===== src/rtl/regfile_dump_reader.sv =====
// Walks registers FIRST_REG..LAST_REG through a spare register-file read port
// and streams each value with its index over a valid/ready handshake.
module regfile_dump_reader #(
    parameter int unsigned FIRST_REG = 1,
    parameter int unsigned LAST_REG  = 31
) (
    input  logic        clk,
    input  logic        reset,
    input  logic        start,
    input  logic        abort,
    output logic [4:0]  rd_addr,
    input  logic [31:0] rd_data,
    output logic        out_valid,
    input  logic        out_ready,
    output logic [31:0] out_data,
    output logic [4:0]  out_addr,
    output logic        out_last,
    output logic        busy,
    output logic        done
);

    if (FIRST_REG > LAST_REG || LAST_REG > 31) begin : g_bad_range
        $error("regfile_dump_reader: need FIRST_REG <= LAST_REG <= 31");
    end

    localparam logic [4:0] FIRST_A = 5'(FIRST_REG);
    localparam logic [4:0] LAST_A  = 5'(LAST_REG);

    typedef enum logic [1:0] {
        IDLE,
        FETCH,
        SEND,
        FIN
    } state_t;

    state_t      state_q;
    logic [4:0]  rd_addr_q;
    logic        out_valid_q;
    logic [31:0] out_data_q;
    logic [4:0]  out_addr_q;
    logic        out_last_q;
    logic        busy_q;
    logic        done_q;

    always_ff @(posedge clk or posedge reset) begin
        if (reset) begin
            state_q     <= IDLE;
            rd_addr_q   <= '0;
            out_valid_q <= 1'b0;
            out_data_q  <= '0;
            out_addr_q  <= '0;
            out_last_q  <= 1'b0;
            busy_q      <= 1'b0;
            done_q      <= 1'b0;
        end else begin
            done_q <= 1'b0;
            // abort outranks start and out_ready; it drops any pending word
            if (abort && state_q != IDLE) begin
                state_q     <= IDLE;
                out_valid_q <= 1'b0;
                busy_q      <= 1'b0;
            end else begin
                case (state_q)
                    IDLE: begin
                        if (start && !abort) begin
                            rd_addr_q <= FIRST_A;
                            busy_q    <= 1'b1;
                            state_q   <= FETCH;
                        end
                    end
                    FETCH: begin
                        out_data_q  <= rd_data;
                        out_addr_q  <= rd_addr_q;
                        out_last_q  <= (rd_addr_q == LAST_A);
                        out_valid_q <= 1'b1;
                        state_q     <= SEND;
                    end
                    SEND: begin
                        if (out_ready) begin
                            out_valid_q <= 1'b0;
                            if (out_last_q) begin
                                done_q  <= 1'b1;
                                state_q <= FIN;
                            end else begin
                                rd_addr_q <= rd_addr_q + 5'd1;
                                state_q   <= FETCH;
                            end
                        end
                    end
                    FIN: begin
                        busy_q  <= 1'b0;
                        state_q <= IDLE;
                    end
                    default: begin
                        state_q <= IDLE;
                    end
                endcase
            end
        end
    end

    assign rd_addr   = rd_addr_q;
    assign out_valid = out_valid_q;
    assign out_data  = out_data_q;
    assign out_addr  = out_addr_q;
    assign out_last  = out_last_q;
    assign busy      = busy_q;
    assign done      = done_q;

endmodule


===== config.mk =====
export PLATFORM = sky130hd
export DESIGN_NAME = regfile_dump_reader
export DESIGN_NICKNAME = d
export VERILOG_FILES = /design/src/rtl/regfile_dump_reader.sv
export SDC_FILE = /design/constraint.sdc
export NUM_CORES = 1
export LEC_CHECK = 0
export CORE_ASPECT_RATIO = 1.5
export CORE_MARGIN = 8
export CORE_UTILIZATION = 42
export DETAILED_ROUTE_END_ITERATION = 12
export DONT_BUFFER_PORTS = 1
export GPL_TIMING_DRIVEN = 1
export REMOVE_ABC_BUFFERS = 1
export SETUP_SLACK_MARGIN = 0.5
export SLEW_MARGIN = 20
export SYNTH_ARGS = -nofsm -noshare
export SYNTH_HDL_FRONTEND = slang
export SYNTH_SLANG_ARGS = --single-unit

===== constraint.sdc =====
create_clock -name clk -period 2.8 [get_ports clk]
set_clock_uncertainty 0.05 [all_clocks]
set_input_delay 0.42 -clock clk [delete_from_list [all_inputs] [get_ports clk]]
set_output_delay 0.42 -clock clk [all_outputs]
set_load 0.005 [all_outputs]

# After elaboration in Yosys (flattened, before gate mapping)
# Index checks and enable logic that the tools add are counted.
# totals
regBits,48
latch_bits,0
mem_bits_rw,0
rom_bits,0
in_bits,37
out_inout_bits,46
mem_count,0
# op_classes
add_sub_neg,1
multipliers,0
div,0
order_cmp,0
eq_ne,9
shifts,0
mux,19
bitwise,1
reduce_logical,13
# op_table
op,count
two-way mux 5 bit,3
one-hot mux 5 bit (2 select lines),1
two-way mux 1 bit,8
two-way mux 2 bit,4
one-hot mux 2 bit (4 select lines),1
AND reduction 2 bit,4
"inequality test 2 bit, second input constant",3
"inequality test 3 bit, second input constant",2
nonzero test 3 bit,2
"adder 5 x 1 -> 5 bit, second input constant",1
"equality test 5 bit, second input constant",1
AND reduction 5 bit,1
"equality test 2 bit, second input constant",2
one-hot mux 1 bit (2 select lines),2
nonzero test 2 bit,2
"equality test 2 x 1 -> 1 bit, second input constant",1
logical AND 1 bit,2
zero test 2 bit,1
zero test 1 bit,1
inverter 1 bit,1

# Depth between registers and ports, before layout
# depth
depth_word,5
ltp_mapped,7
depth_no_buf,6

# Least setup slack after synthesis
# No wires, ideal clock.
# synth_timing
path_kind,reg2reg
start,register state_q[1]
end,"register out_addr_q[0], in the netlist out_addr[0]"
setup_ns,0.125
arrival_ns,1.580
required_ns,2.625
slack_ns,1.045
stages_incl_launch_ff,8
period_less_slack_ns,1.755
cell_sequence,dfrtp_1 > inv_1 > ha_1 > nand2b_2 > nand2_2 > buf_6 > buf_12 > mux2_4
# synth_between
elab_chain_len,4
# synth_lines
element,line_no,text
start: declaration,36,state_t state_q;
start signal: assignment,47,state_q <= IDLE;
start signal: assignment,59,state_q <= IDLE;
start signal: assignment,68,state_q <= FETCH;
nonzero test 2 bit,58,if (abort && state_q != IDLE) begin
logical AND 1 bit,58,
inverter 1 bit (no line),n/a,
AND reduction 2 bit (no line) (*),n/a,
end signal: assignment,73,out_addr_q <= rd_addr_q;
end: declaration,40,logic [4:0] out_addr_q;
# Mark *: on every way between the ends. The rest lies on a longest branch, timed or not.
# A chain may end at the register's enable or synchronous reset.

# Worst setup path in the final report
# layout_timing
start,register state_q[1]
end,"register out_addr_q[1], in the netlist out_addr[1]"
# Same word-level chain as after synthesis.

==> results.toml <==
[run_status]
outcome = "complete, no violations"

[setup_path]
path_buf_inv = 2
cp.depth = 6
reg2reg_setup_slack_ns = 0.69
endpoint = "out_addr[1]"
worst_path_max_delay_cell = "dfrtp_1"
critPathArrivalTime_ns = 2.24
r2r-start = "state_q[1]"
worstSetupStartpointType = "register"
cp-end-kind = "register"
crit_fanout = 23
r2r_cells = 6
critical_path_class = "reg2reg"
cp.required_ns = 2.93
crit_chain = "inv_1 -> ha_1 -> nand2b_2 -> nand2_4 -> buf_12 -> mux2_2"
crit_start = "state_q[1]"
cp_top_family = "flip-flops"
reg2reg_to = "out_addr[1]"
cpPeakStageDelay_ns = 0.47

[final_layout]
area_delta_synth_final_pct = 7.50
layout-drive-gt1-share_pct = 36.2
nFillCells = 457
final_common_cell = "dfrtp_1"
nets = 195
finalInstanceArea_mm2 = 0.00235
num_antenna_cells = 0
layout_common_cells = "dfrtp_1, mux2_4, mux2_2, ha_1"
fin_util_pct = 46.2

[drt]
first_pass_iters = 4
drc_errors = 0
drt_wl_total_um = 4650
drtIter0Drc = 56
route.vias.total = 1222
wl_per_cell_um = 21.1
ant_nets = 0
viasPerCell = 5.55

[synthesis]
synth-async-reset-ratio_pct = 100
synth_edf_count = 0
synth_area_mm2 = 0.00218
ys_types = 35
ys_ff_latch = 48
syn-mean-instance-area_um2 = 14.8
synthFlopType = "dfrtp_1"
netlist_instances = 148
ys_warn_count = 0
yosysSeqAreaShare_pct = 55.0

[timing]
hold_viol_final = 0
min_period_ns = 2.11
worst_pin_slew_ns = 0.799
hold_ws_ns = 0.0790
setup_viol = 0
timing.final.crit_share_pct = 75.5
rsz0062_at_grt = "false"
drv_slew = 0
setup_tns_ns = 0
max_freq_ghz = 0.473
max_slew_margin_pct = 46.7

[pwr]
peakVddDrop_v = 0.000586
p_leak_nw = 1.08
power.density_mw_per_mm2 = 1200

[grt]
grt_antenna_before_repair = 0
overflow = 0
grt_pass1_vias = 1263
grt_max_degree = 49
grt_pass1_wl_um = 7000
track_usage_pct = 11.5

[clock_network]
cts_setup_buffers = 0
cts_max_level = 2
clock-sinks = 48
hold_buffers = 0
cts_buffers = 5
clockBufferDepth = 2
clk_latency_ns = 0.29
cts-root-buf = "clkbuf_8"
clkTransAtPathRegs_ns = 0.09
cts_tree = "built"

[die]
die_area_mm2 = 0.00781
rows = 32
core_mm2 = 0.00508
num_io_pins = 83
start_util_pct = 43.0
die_h_um = 104
die_w_um = 74.9

[place]
gp_congestion = 0.789
placed_cell_area_mm2 = 0.00223
io_buffers = 0
hpwl_um = 3640

[worst_hold_path]
hold_path_class = "in2async"

[job]
cap_viol_max_count = 0
[worst min-delay path by stage]
stage	startpoint	end	cells past startpoint	slack, ns
after floorplan	busy	busy	2	0.44
after global placement	abort	state_q[1]	1	0.47
after detailed placement	abort	state_q[1]	1	0.47
after CTS	abort	state_q[1]	1	0.15
after global routing	reset	out_data[25]	1	0.13
final	reset	out_data[25]	1	0.08
[cells by family after synthesis]
group	after synthesis	share of synthesized area [%]
flops	48	55.0
buf+inv	9	3.55
fa+ha+maj	7	4.01
mux	39	23.5
simple gates	27	6.82
compound gates	18	7.16
[registers in the layout (all words and copies together), names as in the netlist]
signal     flops
out_data      32
done           1
out_last       1
out_valid      1
rd_addr        5
out_addr       5
state_q        2
busy           1
[routing by layer]
layer | up-vias | share of wire [%] | global-route usage [%]
li1 | 532 | - | -
met1 | 629 | 34 | 12.0
met2 | 57 | 53 | 19.9
met3 | 4 | 12 | 4.83
met4 | 0 | 0.86 | 3.38
met5 | - | 0 | 0
[what timing repair did]
item	in CTS	in global routing
resized for setup	0	1
endpoints found under the setup margin	0	13
endpoints found under the hold margin	0	0
[worst reg2reg max path, cell delays in order, from the launching register on]
cell and delay (ns):
dfrtp_1 0.47, inv_1 0.15, ha_1 0.25, nand2b_2 0.23, nand2_4 0.25, buf_12 0.24, mux2_2 0.37
[stage by stage]
| stage | power [mW] | setup slack, ns | instances |
|---|---|---|---|
| 2_1_floorplan | 2.07 | 0.674 | 143 |
| 3_3_place_gp | 2.27 | 0.712 | 212 |
| 3_5_place_dp | 2.33 | 0.593 | 212 |
| 4_1_cts | 2.84 | 0.568 | 220 |
| 5_1_grt | 2.98 | 0.519 | 220 |
| 6_report | 2.81 | 0.686 | 220 |
[Yosys cell counts, types with 2 or more instances]
master    number  area share, %
a31oi_1        3           0.86
o21ai_0        2           0.46
a21oi_1        2           0.46
nor2_1         6            1.0
mux2_2        18            9.3
mux2_4        20             14
a211oi_1       2           0.69
buf_12         2            1.8
dfrtp_1       48             55
ha_1           7            4.0
nand2_1        6            1.0
nor2b_1        3           0.86
inv_1          4           0.69
nand3_1        4           0.92
[area by class of cell]
class,instances,area [um^2],area share (%)
inverter,4,16.3,0.693
tap,68,85.1,3.62
sequential,48,1200,51.1
clock buffer,5,68.8,2.93
multi-input combinational,91,911,38.8
timing repair buffer,1,20.0,0.852
clock inverter,3,46.3,1.97
[power by group]
| group | internal, mW | switching, mW | total (mW) |
|---|---|---|---|
| logic | 0.596 | 0.420 | 1.02 |
| registers | 1.00 | 0.295 | 1.30 |
| clock network | 0.269 | 0.228 | 0.496 |
Power figures use the tool's default switching activity.
